--- src/rtl/rs232_tx_packet.sv ---
`default_nettype none
// ============================================================================
// Module      : rs232_tx_packet
// Description : Captures a 32-bit RAM word and serializes a fixed 8-byte
//               response packet (8N1 UART framing) on the tx line.
// Revision    : 1.0 - initial release
// ============================================================================
module rs232_tx_packet #(
    parameter int CLKS_PER_BIT = 47
) (
    input  logic        clk,
    input  logic        rst,
    input  logic        tx_start,
    input  logic [31:0] ram_out,
    output logic        tx,
    output logic        busy,
    output logic        done,
    output logic        overrun
);

    typedef enum logic [2:0] {
        S_IDLE  = 3'd0,
        S_LOAD  = 3'd1,
        S_START = 3'd2,
        S_DATA  = 3'd3,
        S_STOP  = 3'd4,
        S_DONE  = 3'd5
    } state_t;

    localparam logic [12:0] c_BAUD_LAST    = 13'(CLKS_PER_BIT - 1);
    localparam logic [12:0] c_BAUD_HANDOFF = 13'(CLKS_PER_BIT - 2);

    state_t      state_q, state_d;
    logic [31:0] data_q, data_d;
    logic [7:0]  shift_q, shift_d;
    logic [12:0] baud_q, baud_d;
    logic [2:0]  bit_q, bit_d;
    logic [2:0]  byte_q, byte_d;
    logic        tx_q, busy_q, done_q, overrun_q;
    logic        tx_d;
    logic [7:0]  cur_byte;
    logic [7:0]  checksum;
    logic        baud_tick;

    assign checksum  = data_q[7:0] ^ data_q[15:8] ^ data_q[23:16] ^ data_q[31:24];
    assign baud_tick = (baud_q == c_BAUD_LAST);

    always_comb begin
        cur_byte = 8'h00;
        case (byte_q)
            3'd0:    cur_byte = 8'h02;
            3'd1:    cur_byte = 8'h00;
            3'd2:    cur_byte = data_q[7:0];
            3'd3:    cur_byte = data_q[15:8];
            3'd4:    cur_byte = data_q[23:16];
            3'd5:    cur_byte = data_q[31:24];
            3'd6:    cur_byte = checksum;
            default: cur_byte = 8'h03;
        endcase
    end

    always_comb begin
        state_d = state_q;
        data_d  = data_q;
        shift_d = shift_q;
        baud_d  = baud_q;
        bit_d   = bit_q;
        byte_d  = byte_q;
        case (state_q)
            S_IDLE: begin
                byte_d = 3'd0;
                if (tx_start) begin
                    data_d  = ram_out;
                    state_d = S_LOAD;
                end
            end
            S_LOAD: begin
                shift_d = cur_byte;
                bit_d   = 3'd0;
                baud_d  = 13'd0;
                state_d = S_START;
            end
            S_START: begin
                if (baud_tick) begin
                    baud_d  = 13'd0;
                    state_d = S_DATA;
                end else begin
                    baud_d = baud_q + 13'd1;
                end
            end
            S_DATA: begin
                if (baud_tick) begin
                    baud_d = 13'd0;
                    if (bit_q == 3'd7) begin
                        state_d = S_STOP;
                    end else begin
                        shift_d = {1'b0, shift_q[7:1]};
                        bit_d   = bit_q + 3'd1;
                    end
                end else begin
                    baud_d = baud_q + 13'd1;
                end
            end
            S_STOP: begin
                // Hand off one cycle early so LOAD occupies the final stop cycle.
                if (byte_q != 3'd7 && baud_q == c_BAUD_HANDOFF) begin
                    byte_d  = byte_q + 3'd1;
                    state_d = S_LOAD;
                end else if (byte_q == 3'd7 && baud_tick) begin
                    state_d = S_DONE;
                end else begin
                    baud_d = baud_q + 13'd1;
                end
            end
            S_DONE: begin
                byte_d  = 3'd0;
                state_d = S_IDLE;
            end
            default: state_d = S_IDLE;
        endcase
    end

    always_comb begin
        tx_d = 1'b1;
        if (state_d == S_START) begin
            tx_d = 1'b0;
        end else if (state_d == S_DATA) begin
            tx_d = shift_d[0];
        end
    end

    always_ff @(posedge clk) begin
        if (rst) begin
            state_q   <= S_IDLE;
            data_q    <= 32'd0;
            shift_q   <= 8'd0;
            baud_q    <= 13'd0;
            bit_q     <= 3'd0;
            byte_q    <= 3'd0;
            tx_q      <= 1'b1;
            busy_q    <= 1'b0;
            done_q    <= 1'b0;
            overrun_q <= 1'b0;
        end else begin
            state_q   <= state_d;
            data_q    <= data_d;
            shift_q   <= shift_d;
            baud_q    <= baud_d;
            bit_q     <= bit_d;
            byte_q    <= byte_d;
            tx_q      <= tx_d;
            busy_q    <= (state_d != S_IDLE) && (state_d != S_DONE);
            done_q    <= (state_d == S_DONE);
            overrun_q <= tx_start && (state_q != S_IDLE);
        end
    end

    assign tx      = tx_q;
    assign busy    = busy_q;
    assign done    = done_q;
    assign overrun = overrun_q;

endmodule
`default_nettype wire
--- config.mk ---
export PLATFORM = sky130hd
export DESIGN_NAME = rs232_tx_packet
export DESIGN_NICKNAME = d
export VERILOG_FILES = /design/src/rtl/rs232_tx_packet.sv
export SDC_FILE = /design/constraint.sdc
export NUM_CORES = 1
export LEC_CHECK = 0
export BUFFER_PORTS_ARGS = -buffer_cell sky130_fd_sc_hd__buf_4
export CAP_MARGIN = 25
export CORE_MARGIN = 1
export CORE_UTILIZATION = 58
export CTS_CLUSTER_DIAMETER = 200
export DETAILED_ROUTE_END_ITERATION = 8
export HOLD_SLACK_MARGIN = 0.12
export PLACE_DENSITY = 0.79
export REMOVE_ABC_BUFFERS = 1
export SLEW_MARGIN = 40
export SYNTH_ARGS = -nofsm -noshare
export SYNTH_HDL_FRONTEND = slang
export SYNTH_SLANG_ARGS = --single-unit
export TNS_END_PERCENT = 20
--- constraint.sdc ---
create_clock -name clk -period 2.9 [get_ports clk]
set_input_delay 0.145 -clock clk [delete_from_list [all_inputs] [get_ports clk]]
set_output_delay 0.145 -clock clk [all_outputs]
set_load 0.05 [all_outputs]
Word-level counts from Yosys, hierarchy flattened
Cells that the tools add are included.
{ "word_totals": {"register_bits": 66, "out_inout_bits": 4, "word_cells": 81} }
{ "classes": {"add_sub_neg": 3, "eq_ne": 25, "muxes": 22, "n_bitwise": 3, "n_reduce_logical": 17} }
{ "op_table": {"columns": ["operator", "count"], "rows": [
  ["8-bit one-hot mux with 7 select lines", 1],
  ["13-bit two-way mux", 3],
  ["13-bit one-hot mux with 3 select lines", 1],
  ["3-bit two-way mux", 9],
  ["13-bit by 6-bit == test with 1-bit output (second input constant)", 2],
  ["3-bit == test (second input constant)", 8],
  ["8-bit bitwise XOR", 3],
  ["3-bit by 2-bit == test with 1-bit output (second input constant)", 6],
  ["8-bit two-way mux", 2],
  ["8-bit one-hot mux with 2 select lines", 1],
  ["3-bit one-hot mux with 5 select lines", 1],
  ["13-bit by 1-bit adder with 13-bit output (second input constant)", 1],
  ["3-bit one-hot mux with 2 select lines", 2],
  ["2-bit inequality test (second input constant)", 5],
  ["3-bit nonzero test", 3],
  ["3-bit by 1-bit adder with 3-bit output (second input constant)", 2],
  ["3-bit by 1-bit == test with 1-bit output (second input constant)", 2],
  ["3-bit logical NOT", 2],
  ["3-bit inequality test (second input constant)", 2],
  ["3-bit AND reduction", 2],
  ["1-bit logical AND", 4],
  ["2-bit AND reduction", 2],
  ["2-bit nonzero test", 2],
  ["2-bit OR reduction", 2],
  ["1-bit two-way mux", 2]
]} }

Depth between registers and ports, before layout
{ "depth": {"word_depth": 8, "mapped_depth": 9} }

Worst setup path after synthesis
OpenSTA, ideal clock, no wires.
{ "synth_path": {"path_kind": "flip-flop to flip-flop", "from": "register baud_q[9]", "to": "register byte_q[1]", "setup_time_ns": 0.114, "t_arrival_ns": 2.075, "required_time_ns": 2.786, "path_slack_ns": 0.710, "path_stages_with_launch": 8, "n_path_buf": 2, "synth_period_minus_slack_ns": 2.190, "cell_sequence": "dfxtp_1 -> or4_1 -> buf_2 -> or4_4 -> buf_6 -> nor3_4 -> mux2i_1 -> nor2_1"} }
{ "synth_between": {"elab_chain_len": 4} }
{ "synth_lines": {"columns": ["item", "line_no", "text"], "rows": [
  ["start: declaration", "36", "logic [12:0] baud_q, baud_d;"],
  ["start signal: assignment", "148", "baud_q <= baud_d;"],
  ["13-bit by 6-bit == test with 1-bit output", "106", "if (byte_q != 3'd7 && baud_q == c_BAUD_HANDOFF) begin"],
  ["1-bit logical AND", "106", null],
  ["2-bit inequality test (no source line)", null, null],
  ["2-bit AND reduction (no source line)", null, null],
  ["end signal: assignment", "150", "byte_q <= byte_d;"],
  ["end: declaration", "38", "logic [2:0] byte_q, byte_d;"]
]} }
No other way between the ends.
A chain may end at the register's enable or synchronous reset.

Final worst setup path
{ "layout_path": {"from": "register baud_q[9]", "to": "register shift_q[3]"} }
{ "layout_between": {"elab_chain_len": 3} }
{ "layout_lines": {"columns": ["item", "line_no", "text"], "rows": [
  ["13-bit by 6-bit == test with 1-bit output", "46", "assign baud_tick = (baud_q == c_BAUD_LAST);"],
  ["2-bit inequality test (no source line)", null, null],
  ["3-bit AND reduction (no source line)", null, null],
  ["end signal: assignment", "147", "shift_q <= shift_d;"],
  ["end: declaration", "35", "logic [7:0] shift_q, shift_d;"]
]} }
No other way between the ends.

==> impl_metrics.toml <==
[worst_setup_path]
crit_path_max_fanout = 7
regToRegSetupSlack_ps = 570
crit_path_max_incr_delay_ps = 640
cp_data_arrival_time_ps = 2580
crit_buf_inv = 0
timing.critical_path.slowest_stage_cell = "sky130_fd_sc_hd__or4_1"
cp_cell_sequence = "or4_1, nor4_1, o21ai_1, o41ai_1"
ff2ff_path_depth = 4
critical_path.top_delay_family = "simple AND/OR/NAND/NOR gates"
critical_path.reg2reg.endpoint = "shift_q[3]$_SDFFE_PP0P_"
crit_type = "register to register"
crit_path_start_kind = "register"
timing.rr.start = "baud_q[9]$_SDFFE_PP0P_"
worstSetupEndpointType = "register"
cp.required_ps = 3150

[route]
avgRoutedWirePerCell_um = 14.49
detailroute.via_count = 3131
drt_first_pass_iters = 6
drt_iter0_markers = 164
remaining_drc_errors = 0
detail_route.vias_per_cell = 5.745
antenna_violating_nets_post_route = 0
drt-total-wl_um = 7897

[pwr]
share_comb_of_total_power = 0.148
pwr-share-seq = 0.476
power_switching_mw = 0.5348
pwr_density_cell_nw_per_um2 = 492.7
power_report.internal_total_mw = 1.554
power.static_leakage_nw = 1.555
netSwitchingFraction = 0.2560
clockPowerShare = 0.375
irDropWorstVdd_v = 0.0003730
total_power_mw = 2.089

[placement]
port-buffer-count = 38
placed_area_um2 = 3712
preCtsSetupSlack_ps = 583.3
detailed_place_hpwl_um = 5107
place.gp.congestion = 0.9224

[cells_and_area]
finalNetCount = 514
final_common_cell = "sky130_fd_sc_hd__nand2_1"
insertedDiodeCount = 0
design_area_um2 = 4240
commonest_cells_after_routing_fill_and_taps_aside = "sky130_fd_sc_hd__nand2_1, sky130_fd_sc_hd__dfxtp_1, sky130_fd_sc_hd__a21oi_1, sky130_fd_sc_hd__buf_4, sky130_fd_sc_hd__nor2_1"
area_delta_synth_final_pct = 23.96
final_layout_size_suffix_gt1_frac = 0.1395

[synth]
portion_of_the_post_synthesis_area_used_by_sequential_elements = 0.3862
count_of_warnings_emitted_by_yosys = 0
ys_async_sr_fraction = 0
dominantRegCellSynth = "sky130_fd_sc_hd__dfxtp_1"
mappedNetlistArea_um2 = 3421
synth.lib_cells_used.distinct = 56
syn_area_per_cell_um2 = 8.364
synth_edf_count = 0
netlist_instances = 409
yosys_register_bits = 66

[job]
max-cap-violations = 0

[sta]
setup_viol = 0
finalWorstSetupSlack_ps = 570.5
fin_crit_ps = 2329
rsz_0062_raised_after_global_routing = "false"
max_slew.worst_pin.slew_ps = 620.9
post_route_fraction_of_the_period_consumed_by_the_critical_path = 0.8033
timing_hold_violations_final = 0
timing.max_slew.rel_slack = 0.5822
fmax_mhz = 429.3
final.setup_skew_ps = 5.719
final.setup.tns_ps = 0
final_max_slew_viol_count = 0

[min_path]
hp-class = "primary input to register"
hold_path.startpoint = "rst"
hold_path_end = "shift_q[0]$_SDFF_PP0_"
number_of_cells_on_the_worst_hold_path = 2

[global_route]
grt_max_degree = 55
globalRouteTotalUtil = 0.2791
grt_first_pass_wirelength_um = 13520
grt_pass1_vias = 3028
initial_antenna_violation_count = 0
grt_remaining_overflow = 0

[cts]
cts_inserted_buffers = 9
clock-root-buffer = "sky130_fd_sc_hd__clkbuf_8"
cts_sinks = 66
cts_resized = 0
clk_transition_reported_paths_ps = 70
tritoncts = "built"
post_cts_buffers = 0
ctsHoldBuffers = 33
ctsHtreeMaxLevel = 3
insertion_delay_of_the_later_clocked_pin_in_the_worst_skew_pair_ps = 340
clock_path_buffers = 2

[floorplan]
chipHeight_um = 78.80
floorplan.core_area_um2 = 5608
floorplan.die_area_um2 = 6209
io_pins = 39
core.rowCount = 27
initial_core_util = 0.6100
dieWidth_um = 78.80

[run_status]
run_status = "complete, no violations"
## per-stage QoR
step	std cells	hold slack, ps	utilization
2_1_floorplan	382	214.1	-
3_3_place_gp	496	390.6	0.6620
3_5_place_dp	496	399.0	0.6620
4_1_cts	545	263.4	0.7561
5_1_grt	545	293.4	0.7561
6_report	545	276.8	0.7561
## cell families (layout without fill, tap and decap cells)
logic type,count (synthesis),in the layout,share of synthesized area
AO/OA/AOI/OAI,100,100,0.1982
multiplexers,3,3,0.008779
AND/OR/NAND/NOR,161,161,0.2253
buffers and inverters,37,101,0.04426
XOR/XNOR,31,31,0.09693
flip-flops,66,66,0.3862
adder cells (fa/ha/maj),11,11,0.04023
## synthesized netlist by cell type (2+ instances only)
| master | count | share of area |
|---|---|---|
| sky130_fd_sc_hd__nand2_1 | 77 | 0.084 |
| sky130_fd_sc_hd__dfxtp_1 | 66 | 0.39 |
| sky130_fd_sc_hd__a21oi_1 | 43 | 0.063 |
| sky130_fd_sc_hd__nor2_1 | 34 | 0.037 |
| sky130_fd_sc_hd__xnor2_1 | 26 | 0.067 |
| sky130_fd_sc_hd__clkbuf_1 | 21 | 0.023 |
| sky130_fd_sc_hd__ha_1 | 11 | 0.040 |
| sky130_fd_sc_hd__inv_1 | 10 | 0.011 |
| sky130_fd_sc_hd__a211oi_1 | 9 | 0.020 |
| sky130_fd_sc_hd__a221oi_1 | 7 | 0.018 |
| sky130_fd_sc_hd__a22oi_1 | 7 | 0.015 |
| sky130_fd_sc_hd__a22o_1 | 6 | 0.015 |
| sky130_fd_sc_hd__nand3_1 | 6 | 0.0088 |
| sky130_fd_sc_hd__nor3_1 | 6 | 0.0088 |
| sky130_fd_sc_hd__nor4_1 | 6 | 0.011 |
| sky130_fd_sc_hd__o21ai_0 | 5 | 0.0073 |
| sky130_fd_sc_hd__and3_1 | 4 | 0.0073 |
| sky130_fd_sc_hd__buf_2 | 4 | 0.0059 |
| sky130_fd_sc_hd__nand2b_1 | 4 | 0.0073 |
| sky130_fd_sc_hd__o211ai_1 | 4 | 0.0088 |
| sky130_fd_sc_hd__xor3_1 | 4 | 0.028 |
| sky130_fd_sc_hd__a31oi_1 | 3 | 0.0055 |
| sky130_fd_sc_hd__mux2i_1 | 3 | 0.0088 |
| sky130_fd_sc_hd__o21a_1 | 3 | 0.0066 |
| sky130_fd_sc_hd__a222oi_1 | 2 | 0.0059 |
| sky130_fd_sc_hd__and2_1 | 2 | 0.0037 |
| sky130_fd_sc_hd__nand4_1 | 2 | 0.0037 |
| sky130_fd_sc_hd__nor2b_1 | 2 | 0.0037 |
| sky130_fd_sc_hd__nor3b_1 | 2 | 0.0044 |
| sky130_fd_sc_hd__o21ai_1 | 2 | 0.0029 |
| sky130_fd_sc_hd__o31ai_1 | 2 | 0.0044 |
| sky130_fd_sc_hd__or3_1 | 2 | 0.0037 |
## layer usage
metal | vias up | GRT usage | share of wire
met3 | 17 | 0.04138 | 0.036
met2 | 81 | 0.5104 | 0.51
met5 | - | 0 | 0
met4 | 0 | 0.1278 | 0.017
li1 | 1553 | - | -
met1 | 1480 | 0.3175 | 0.44
## area by class of cell
type | instances | area, µm²
fillers | 425 | 1368
repair buffers | 75 | 645.6
inverters | 10 | 37.54
flip-flops and latches | 66 | 1321
clock inverters | 2 | 35.03
multi-input cells | 306 | 1948
well taps | 72 | 90.09
clock buffers | 14 | 162.7
## power groups by stage
stage	clock network [mW]	registers [mW]	logic (mW)
2_1_floorplan	0	1.02	0.172
3_3_place_gp	0	1.01	0.264
3_5_place_dp	0	1.01	0.271
4_1_cts	0.790	0.994	0.308
5_1_grt	0.834	1.00	0.340
6_report	0.784	0.995	0.310
## sequential cells by signal, indices dropped and copies added (netlist names)
name	count
overrun	1
bit_q	3
data_q	32
done	1
byte_q	3
state_q	3
busy	1
shift_q	8
baud_q	13
tx	1
## how the worst max path moves through the flow
stage | slack [ps] | from | endpoint | cells past startpoint
after detailed placement | 580 | baud_q[9]$_SDFFE_PP0P_ | shift_q[1]$_SDFFE_PP0P_ | 5
final | 570 | baud_q[9]$_SDFFE_PP0P_ | shift_q[3]$_SDFFE_PP0P_ | 4
after global placement | 680 | baud_q[9]$_SDFFE_PP0P_ | shift_q[3]$_SDFFE_PP0P_ | 4
after CTS | 570 | baud_q[9]$_SDFFE_PP0P_ | shift_q[1]$_SDFFE_PP0P_ | 5
after global routing | 400 | baud_q[9]$_SDFFE_PP0P_ | shift_q[1]$_SDFFE_PP0P_ | 5
after floorplan | 770 | baud_q[9]$_SDFFE_PP0P_ | byte_q[1]$_SDFFE_PP0P_ | 5
Power figures use the tool's default switching activity.
